--- config.mk ---
export PLATFORM = sky130hd
export DESIGN_NAME = bp_layer_scheduler_flat
export DESIGN_NICKNAME = d
export VERILOG_FILES = /design/src/rtl/bp_layer_scheduler_if.sv /design/src/rtl/bp_layer_scheduler.sv /design/src/flat_wrapper.sv
export SDC_FILE = /design/constraint.sdc
export NUM_CORES = 1
export LEC_CHECK = 0
export CAP_MARGIN = 20
export CORE_AREA = 2 2 77 79
export DETAILED_ROUTE_END_ITERATION = 12
export DIE_AREA = 0 0 79 81
export PLACE_DENSITY_LB_ADDON = 0.12
export SLEW_MARGIN = 25
export SYNTH_ARGS = -nofsm -noshare
export SYNTH_HDL_FRONTEND = slang
export SYNTH_SLANG_ARGS = --single-unit
--- constraint.sdc ---
create_clock -name clk -period 2 [get_ports clk]
set_clock_uncertainty 0.1 [all_clocks]
set_input_delay 0.5 -clock clk [delete_from_list [all_inputs] [get_ports clk]]
set_output_delay 0.5 -clock clk [all_outputs]
set_load 0.03 [all_outputs]
--- src/rtl/bp_layer_scheduler_if.sv ---
// Handshake bundle between the training controller (master) and the
// back-propagation layer scheduler (slave).
interface bp_layer_scheduler_if #(
    parameter int NUM_LAYERS  = 3,
    parameter int SEL_WIDTH   = 2,
    parameter int EPOCH_WIDTH = 16
);
    logic                   i_train_req;
    logic                   i_abort;
    logic [NUM_LAYERS-1:0]  i_layer_done;
    logic [NUM_LAYERS-1:0]  o_layer_valid;
    logic [SEL_WIDTH-1:0]   o_layer_sel;
    logic                   o_train_ack;
    logic                   o_busy;
    logic                   o_done;
    logic                   o_error;
    logic [SEL_WIDTH-1:0]   o_err_layer;
    logic [EPOCH_WIDTH-1:0] o_epoch_count;

    modport master (
        output i_train_req, i_abort, i_layer_done,
        input  o_layer_valid, o_layer_sel, o_train_ack, o_busy, o_done,
               o_error, o_err_layer, o_epoch_count
    );

    modport slave (
        input  i_train_req, i_abort, i_layer_done,
        output o_layer_valid, o_layer_sel, o_train_ack, o_busy, o_done,
               o_error, o_err_layer, o_epoch_count
    );
endinterface

--- src/rtl/bp_layer_scheduler.sv ---
// Sequences one back-propagation pass: starts each layer engine from the output
// layer down to layer 0, waits for its completion and guards it with a timeout.
module bp_layer_scheduler #(
    parameter int NUM_LAYERS     = 3,
    parameter int SEL_WIDTH      = 2,
    parameter int TIMEOUT_CYCLES = 4096,
    parameter int TIMER_WIDTH    = 13,
    parameter int EPOCH_WIDTH    = 16
) (
    input logic clk,
    input logic rst_n,
    bp_layer_scheduler_if.slave bus
);
    typedef enum logic [2:0] {
        S_IDLE,
        S_ISSUE,
        S_WAIT,
        S_DONE,
        S_ERR
    } state_t;

    localparam logic [SEL_WIDTH-1:0]   LAST_SEL  = SEL_WIDTH'(NUM_LAYERS - 1);
    localparam logic [TIMER_WIDTH-1:0] TIMER_MAX = TIMER_WIDTH'(TIMEOUT_CYCLES - 1);

    state_t                 state_q, state_d;
    logic [SEL_WIDTH-1:0]   sel_q, sel_d;
    logic [TIMER_WIDTH-1:0] timer_q, timer_d;
    logic [EPOCH_WIDTH-1:0] epoch_q, epoch_d;
    logic [SEL_WIDTH-1:0]   err_layer_q, err_layer_d;
    logic [NUM_LAYERS-1:0]  layer_valid_q, layer_valid_d;
    logic                   ack_q, ack_d;
    logic                   busy_q, busy_d;
    logic                   done_q, done_d;
    logic                   error_q, error_d;

    always_comb begin
        // NOTE: every variable gets a default before the case so no path leaves it unassigned (no latch).
        state_d       = state_q;
        sel_d         = sel_q;
        timer_d       = timer_q;
        epoch_d       = epoch_q;
        err_layer_d   = err_layer_q;
        layer_valid_d = '0;
        ack_d         = 1'b0;
        done_d        = 1'b0;
        error_d       = 1'b0;

        case (state_q)
            S_IDLE: begin
                if (bus.i_train_req) begin
                    state_d = S_ISSUE;
                    sel_d   = LAST_SEL;
                    ack_d   = 1'b1;
                end
            end
            S_ISSUE: begin
                state_d = S_WAIT;
                timer_d = '0;
            end
            S_WAIT: begin
                // A completion on the timeout edge is accepted: done outranks the timer.
                if (bus.i_abort) begin
                    state_d = S_IDLE;
                    sel_d   = LAST_SEL;
                end else if (bus.i_layer_done[sel_q]) begin
                    if (sel_q == '0) begin
                        state_d = S_DONE;
                        done_d  = 1'b1;
                        epoch_d = epoch_q + EPOCH_WIDTH'(1);
                    end else begin
                        state_d = S_ISSUE;
                        sel_d   = sel_q - SEL_WIDTH'(1);
                    end
                end else if (timer_q == TIMER_MAX) begin
                    state_d     = S_ERR;
                    error_d     = 1'b1;
                    err_layer_d = sel_q;
                end else begin
                    timer_d = timer_q + TIMER_WIDTH'(1);
                end
            end
            S_DONE, S_ERR: begin
                state_d = S_IDLE;
                sel_d   = LAST_SEL;
            end
            default: begin
                state_d = S_IDLE;
                sel_d   = LAST_SEL;
            end
        endcase

        if (state_d == S_ISSUE) begin
            layer_valid_d = NUM_LAYERS'(1) << sel_d;
        end
        busy_d = (state_d != S_IDLE);
    end

    // Reset is synchronous and asserted when rst_n is HIGH, matching the training controller.
    always_ff @(posedge clk) begin
        if (rst_n) begin
            state_q       <= S_IDLE;
            sel_q         <= LAST_SEL;
            timer_q       <= '0;
            epoch_q       <= '0;
            err_layer_q   <= '0;
            layer_valid_q <= '0;
            ack_q         <= 1'b0;
            busy_q        <= 1'b0;
            done_q        <= 1'b0;
            error_q       <= 1'b0;
        end else begin
            // NOTE: non-blocking assignments so every flop samples pre-edge values.
            state_q       <= state_d;
            sel_q         <= sel_d;
            timer_q       <= timer_d;
            epoch_q       <= epoch_d;
            err_layer_q   <= err_layer_d;
            layer_valid_q <= layer_valid_d;
            ack_q         <= ack_d;
            busy_q        <= busy_d;
            done_q        <= done_d;
            error_q       <= error_d;
        end
    end

    assign bus.o_layer_valid = layer_valid_q;
    assign bus.o_layer_sel   = sel_q;
    assign bus.o_train_ack   = ack_q;
    assign bus.o_busy        = busy_q;
    assign bus.o_done        = done_q;
    assign bus.o_error       = error_q;
    assign bus.o_err_layer   = err_layer_q;
    assign bus.o_epoch_count = epoch_q;
endmodule

--- src/flat_wrapper.sv ---
// flat-port wrapper written by rule: the top's interface ports become plain ports
module bp_layer_scheduler_flat 
#(
    parameter int NUM_LAYERS     = 3,
    parameter int SEL_WIDTH      = 2,
    parameter int TIMEOUT_CYCLES = 4096,
    parameter int TIMER_WIDTH    = 13,
    parameter int EPOCH_WIDTH    = 16
)
  (clk, rst_n, bus_i_train_req, bus_i_abort, bus_i_layer_done, bus_o_layer_valid, bus_o_layer_sel, bus_o_train_ack, bus_o_busy, bus_o_done, bus_o_error, bus_o_err_layer, bus_o_epoch_count);
  bp_layer_scheduler_if #(.NUM_LAYERS(NUM_LAYERS), .SEL_WIDTH(SEL_WIDTH), .EPOCH_WIDTH(EPOCH_WIDTH)) bus_i ();
  input logic clk;
  input logic rst_n;
  input wire logic [$bits(bus_i.i_train_req)-1:0] bus_i_train_req;
  input wire logic [$bits(bus_i.i_abort)-1:0] bus_i_abort;
  input wire logic [$bits(bus_i.i_layer_done)-1:0] bus_i_layer_done;
  output wire logic [$bits(bus_i.o_layer_valid)-1:0] bus_o_layer_valid;
  output wire logic [$bits(bus_i.o_layer_sel)-1:0] bus_o_layer_sel;
  output wire logic [$bits(bus_i.o_train_ack)-1:0] bus_o_train_ack;
  output wire logic [$bits(bus_i.o_busy)-1:0] bus_o_busy;
  output wire logic [$bits(bus_i.o_done)-1:0] bus_o_done;
  output wire logic [$bits(bus_i.o_error)-1:0] bus_o_error;
  output wire logic [$bits(bus_i.o_err_layer)-1:0] bus_o_err_layer;
  output wire logic [$bits(bus_i.o_epoch_count)-1:0] bus_o_epoch_count;
  assign bus_i.i_train_req = bus_i_train_req;
  assign bus_i.i_abort = bus_i_abort;
  assign bus_i.i_layer_done = bus_i_layer_done;
  assign bus_o_layer_valid = bus_i.o_layer_valid;
  assign bus_o_layer_sel = bus_i.o_layer_sel;
  assign bus_o_train_ack = bus_i.o_train_ack;
  assign bus_o_busy = bus_i.o_busy;
  assign bus_o_done = bus_i.o_done;
  assign bus_o_error = bus_i.o_error;
  assign bus_o_err_layer = bus_i.o_err_layer;
  assign bus_o_epoch_count = bus_i.o_epoch_count;
  bp_layer_scheduler #(.NUM_LAYERS(NUM_LAYERS), .SEL_WIDTH(SEL_WIDTH), .TIMEOUT_CYCLES(TIMEOUT_CYCLES), .TIMER_WIDTH(TIMER_WIDTH), .EPOCH_WIDTH(EPOCH_WIDTH)) u_core (.clk(clk), .rst_n(rst_n), .bus(bus_i));
endmodule
==> impl_metrics.csv <==
group,metric,value,unit
detailed_routing,post_drt_via_cell_ratio,5.46,
die,die_x,79,um
clocking,cts_hold_buffers_added,0,
synthesis,syn_inst,254,
layout,share_of_final_layout_standard_cells_stronger_than_drive_strength_1,30.3,%
timing,min_period,1.95,ns
detailed_routing,wl,5790,um
power,p_clk_share,36.0,%
synthesis,synth.cell_area,2200,um^2
detailed_routing,first_pass_drt_iterations,4,
synthesis,post_synth_main_area_contributors,"sky130_fd_sc_hd__dfxtp_1, sky130_fd_sc_hd__mux2i_1, sky130_fd_sc_hd__nand2_1, sky130_fd_sc_hd__nand4_1, sky130_fd_sc_hd__or3_1",
timing,finalSetupViolCount,0,
global_routing,grt_use_total,18.3,%
setup_path,worstSetupStartpointType,"flip-flop",
synthesis,synth_async_sr_flop_share,0,%
min_path,hold_start,"u_core.timer_q[11]",
synthesis,yosysMostFrequentCell,"sky130_fd_sc_hd__dfxtp_1",
die,row_count,28,
die,core_area,5680,um^2
setup_path,crit_path_max_fanout,7,
timing,min_period_over_period,97.3,%
power,total_switching_power,0.405,mW
synthesis,synth_largest_type_area_fraction,39.1,%
setup_path,cp-end-kind,"flip-flop",
clocking,tritoncts.num_buffers,5,
timing,tightest_slew,0.526,ns
clocking,worst_skew_pair.late_latency,0.29,ns
setup_path,ff2ff_path_depth,4,
synthesis,synth_seq_area_share,39.1,%
clocking,clockBufferDepth,2,
power,seq_power_share,52.0,%
timing,fmaxAchievable,514,MHz
synthesis,synth_top_area_cell,"sky130_fd_sc_hd__dfxtp_1",
timing,number_of_failing_hold_endpoints_at_the_final_stage,0,
power,vdd.ir_drop.worst,0.000241,V
power,switching_share,24.2,%
layout,final-instance-count-excl-fill,402,
placed_design,placedInstanceArea,2890,um^2
run_status,outcome,"completed",
clocking,clockRootBuffer,"sky130_fd_sc_hd__clkbuf_8",
detailed_routing,vias,2196,
setup_path,regToRegEndpoint,"u_core.bus.o_epoch_count[13]",
layout,antenna_cells_inserted,0,
synthesis,synth.distinct_cells,45,
die,top_level_ports,34,
global_routing,grt_overflow_total,0,
placed_design,portBuffers,33,
power,static_leak,1.26,nW
timing,max_slew_margin,64.9,%
power,cellPowerDensity,522,nW/um^2
synthesis,yosys_warnings,0,
min_path,holdCritPathClass,"flip-flop to flip-flop",
clocking,cts_max_level,2,
clocking,cts_tree,"yes",
synthesis,synth_edf_count,0,
placed_design,gp_congestion,0.861,
timing,drv_slew,0,
setup_path,worst_path_required,2.13,ns
setup_path,worstSetupPathType,"flip-flop to flip-flop",
setup_path,worst-endpoint-arrival,2.07,ns
synthesis,synth-main-ff-cell,"sky130_fd_sc_hd__dfxtp_1",
setup_path,reg2reg_from,"u_core.bus.o_epoch_count[2]",
layout,final_net_count,335,
synthesis,synth.top_cells.by_count,"sky130_fd_sc_hd__dfxtp_1, sky130_fd_sc_hd__nand2_1, sky130_fd_sc_hd__nor2_1",
detailed_routing,detail-route-antenna-nets,0,
clocking,cts.sinks,43,
layout,syn_to_final_growth,45.3,%
clocking,clk_pin_slew_worst_paths,0.08,ns
layout,layout_cell_area_excl_fill,3200,um^2
detailed_routing,wl_per_cell,14.4,um
detailed_routing,drc,0,
die,die_y,81,um
die,start_util,38.8,%
power,p_int,1.27,mW
power,power.share.combinational,12.0,%
power,power.total,1.67,mW
placed_design,detailed_place_hpwl,4050,um
global_routing,grt_start_max_net_pins,34,
synthesis,ys_ff_latch,43,
min_path,min_to,"u_core.timer_q[11]",
placed_design,placed_cells,388,
flow_run,cap_violations,0,
synthesis,synth_nets,263,
timing,worst_hold_slack,0.380,ns
global_routing,antenna_found_initial,0,
global_routing,grt_pass1_wl,9230,um
global_routing,grt_pass1_vias,1890,
detailed_routing,detailedRoute.firstIterationViolations,122,
synthesis,syn_area_per_cell,8.67,um^2
min_path,whs_path_cells,2,
die,area_of_the_die,6400,um^2
setup_path,reg2reg_slack,0.05,ns
==> state kept, by name (all words and copies together) (netlist names), 2 cells and up <==
signal,flops
u_core.bus.o_epoch_count,16
u_core.bus.o_err_layer,2
u_core.bus.o_layer_sel,2
u_core.bus.o_layer_valid,3
u_core.state_q,3
u_core.timer_q,13
==> power by group through the flow <==
stage | Sequential, mW | Clock [mW] | Combinational (mW)
global route | 0.872 | 0.662 | 0.216
global placement | 0.894 | 0 | 0.179
finish | 0.870 | 0.603 | 0.200
CTS | 0.874 | 0.632 | 0.191
floorplan | 0.902 | 0 | 0.0894
detailed placement | 0.893 | 0 | 0.181
==> worst max path at each step <==
| stage | start | cells after the start | endpoint |
|---|---|---|---|
| 2_1_floorplan | u_core.bus.o_layer_sel[0] | 6 | u_core.bus.o_epoch_count[15] |
| 3_5_place_dp | bus_i_train_req | 5 | u_core.bus.o_layer_valid[0] |
| 3_3_place_gp | bus_i_train_req | 5 | u_core.bus.o_layer_valid[0] |
| 4_1_cts | u_core.state_q[2] | 5 | u_core.timer_q[10] |
| 6_report | u_core.bus.o_epoch_count[2] | 4 | u_core.bus.o_epoch_count[13] |
| 5_1_grt | u_core.bus.o_layer_sel[1] | 7 | u_core.bus.o_epoch_count[8] |
==> metrics by stage <==
step / setup WS (ns) / TNS (ns) / util (%)
after CTS: 0.00649 / 0 / 53.8
after floorplan: -0.0136 / -0.0136 / -
after detailed placement: -0.512 / -10.71 / 50.9
after global routing: -0.00213 / -0.00267 / 56.4
after global placement: -0.526 / -10.51 / 50.9
final: 0.0532 / 0 / 56.4
==> what timing repair did <==
action / 4_1_cts / 5_1_grt
resized for setup: 19 / 34
pin swaps: 7 / 15
buffers inserted: 2 / 4
endpoints found under the setup margin: 24 / 22
==> placed cells by master, fill, tap and decap left out, types with 4 or more instances in the layout <==
cell type	count
sky130_fd_sc_hd__a211oi_2	7
sky130_fd_sc_hd__a21oi_1	8
sky130_fd_sc_hd__and3_1	4
sky130_fd_sc_hd__and4_1	4
sky130_fd_sc_hd__buf_4	49
sky130_fd_sc_hd__clkbuf_8	7
sky130_fd_sc_hd__clkdlybuf4s50_1	17
sky130_fd_sc_hd__dfxtp_1	35
sky130_fd_sc_hd__dfxtp_2	4
sky130_fd_sc_hd__dfxtp_4	4
sky130_fd_sc_hd__dlygate4sd2_1	8
sky130_fd_sc_hd__dlymetal6s2s_1	7
sky130_fd_sc_hd__inv_1	8
sky130_fd_sc_hd__mux2i_1	11
sky130_fd_sc_hd__nand2_1	22
sky130_fd_sc_hd__nand3_1	13
sky130_fd_sc_hd__nand4_1	13
sky130_fd_sc_hd__nor2_1	15
sky130_fd_sc_hd__nor2b_1	4
sky130_fd_sc_hd__nor4_2	4
sky130_fd_sc_hd__o211ai_1	4
sky130_fd_sc_hd__o21ai_0	8
sky130_fd_sc_hd__or3_1	12
sky130_fd_sc_hd__xor2_1	6
==> cell families after synthesis <==
| kind of cell | Yosys count | share of synthesized area [%] |
|---|---|---|
| flops | 43 | 39.1 |
| compound gates | 49 | 15.6 |
| mux | 15 | 7.15 |
| fa+ha+maj | 2 | 1.14 |
| buf+inv | 25 | 4.71 |
| simple gates | 114 | 30.0 |
| xor+xnor | 6 | 2.38 |
==> critical path: stages, from the launching register on <==
cell and delay (ns):
sky130_fd_sc_hd__dfxtp_4 0.38, sky130_fd_sc_hd__nand4_1 0.15, sky130_fd_sc_hd__or4_4 0.59, sky130_fd_sc_hd__or4_1 0.52
sky130_fd_sc_hd__a21oi_1 0.14
==> final cells by class <==
type / instances / area (um^2)
Inverter: 8 / 30.0
Clock buffer: 8 / 100
Tap cell: 75 / 93.8
Fill cell: 531 / 2470
Multi-Input combinational cell: 186 / 1400
Sequential cell: 43 / 881
Timing Repair Buffer: 82 / 701
==> metal layers <==
metal / part of all wire, % / up-vias / GRT usage [%]
met2: 51 / 50 / 31.4
met5: 0 / - / 0
met1: 44 / 1041 / 23.1
met4: 1.8 / 0 / 6.21
li1: - / 1093 / -
met3: 3.6 / 12 / 3.44
(Power assumes the default switching activity.)
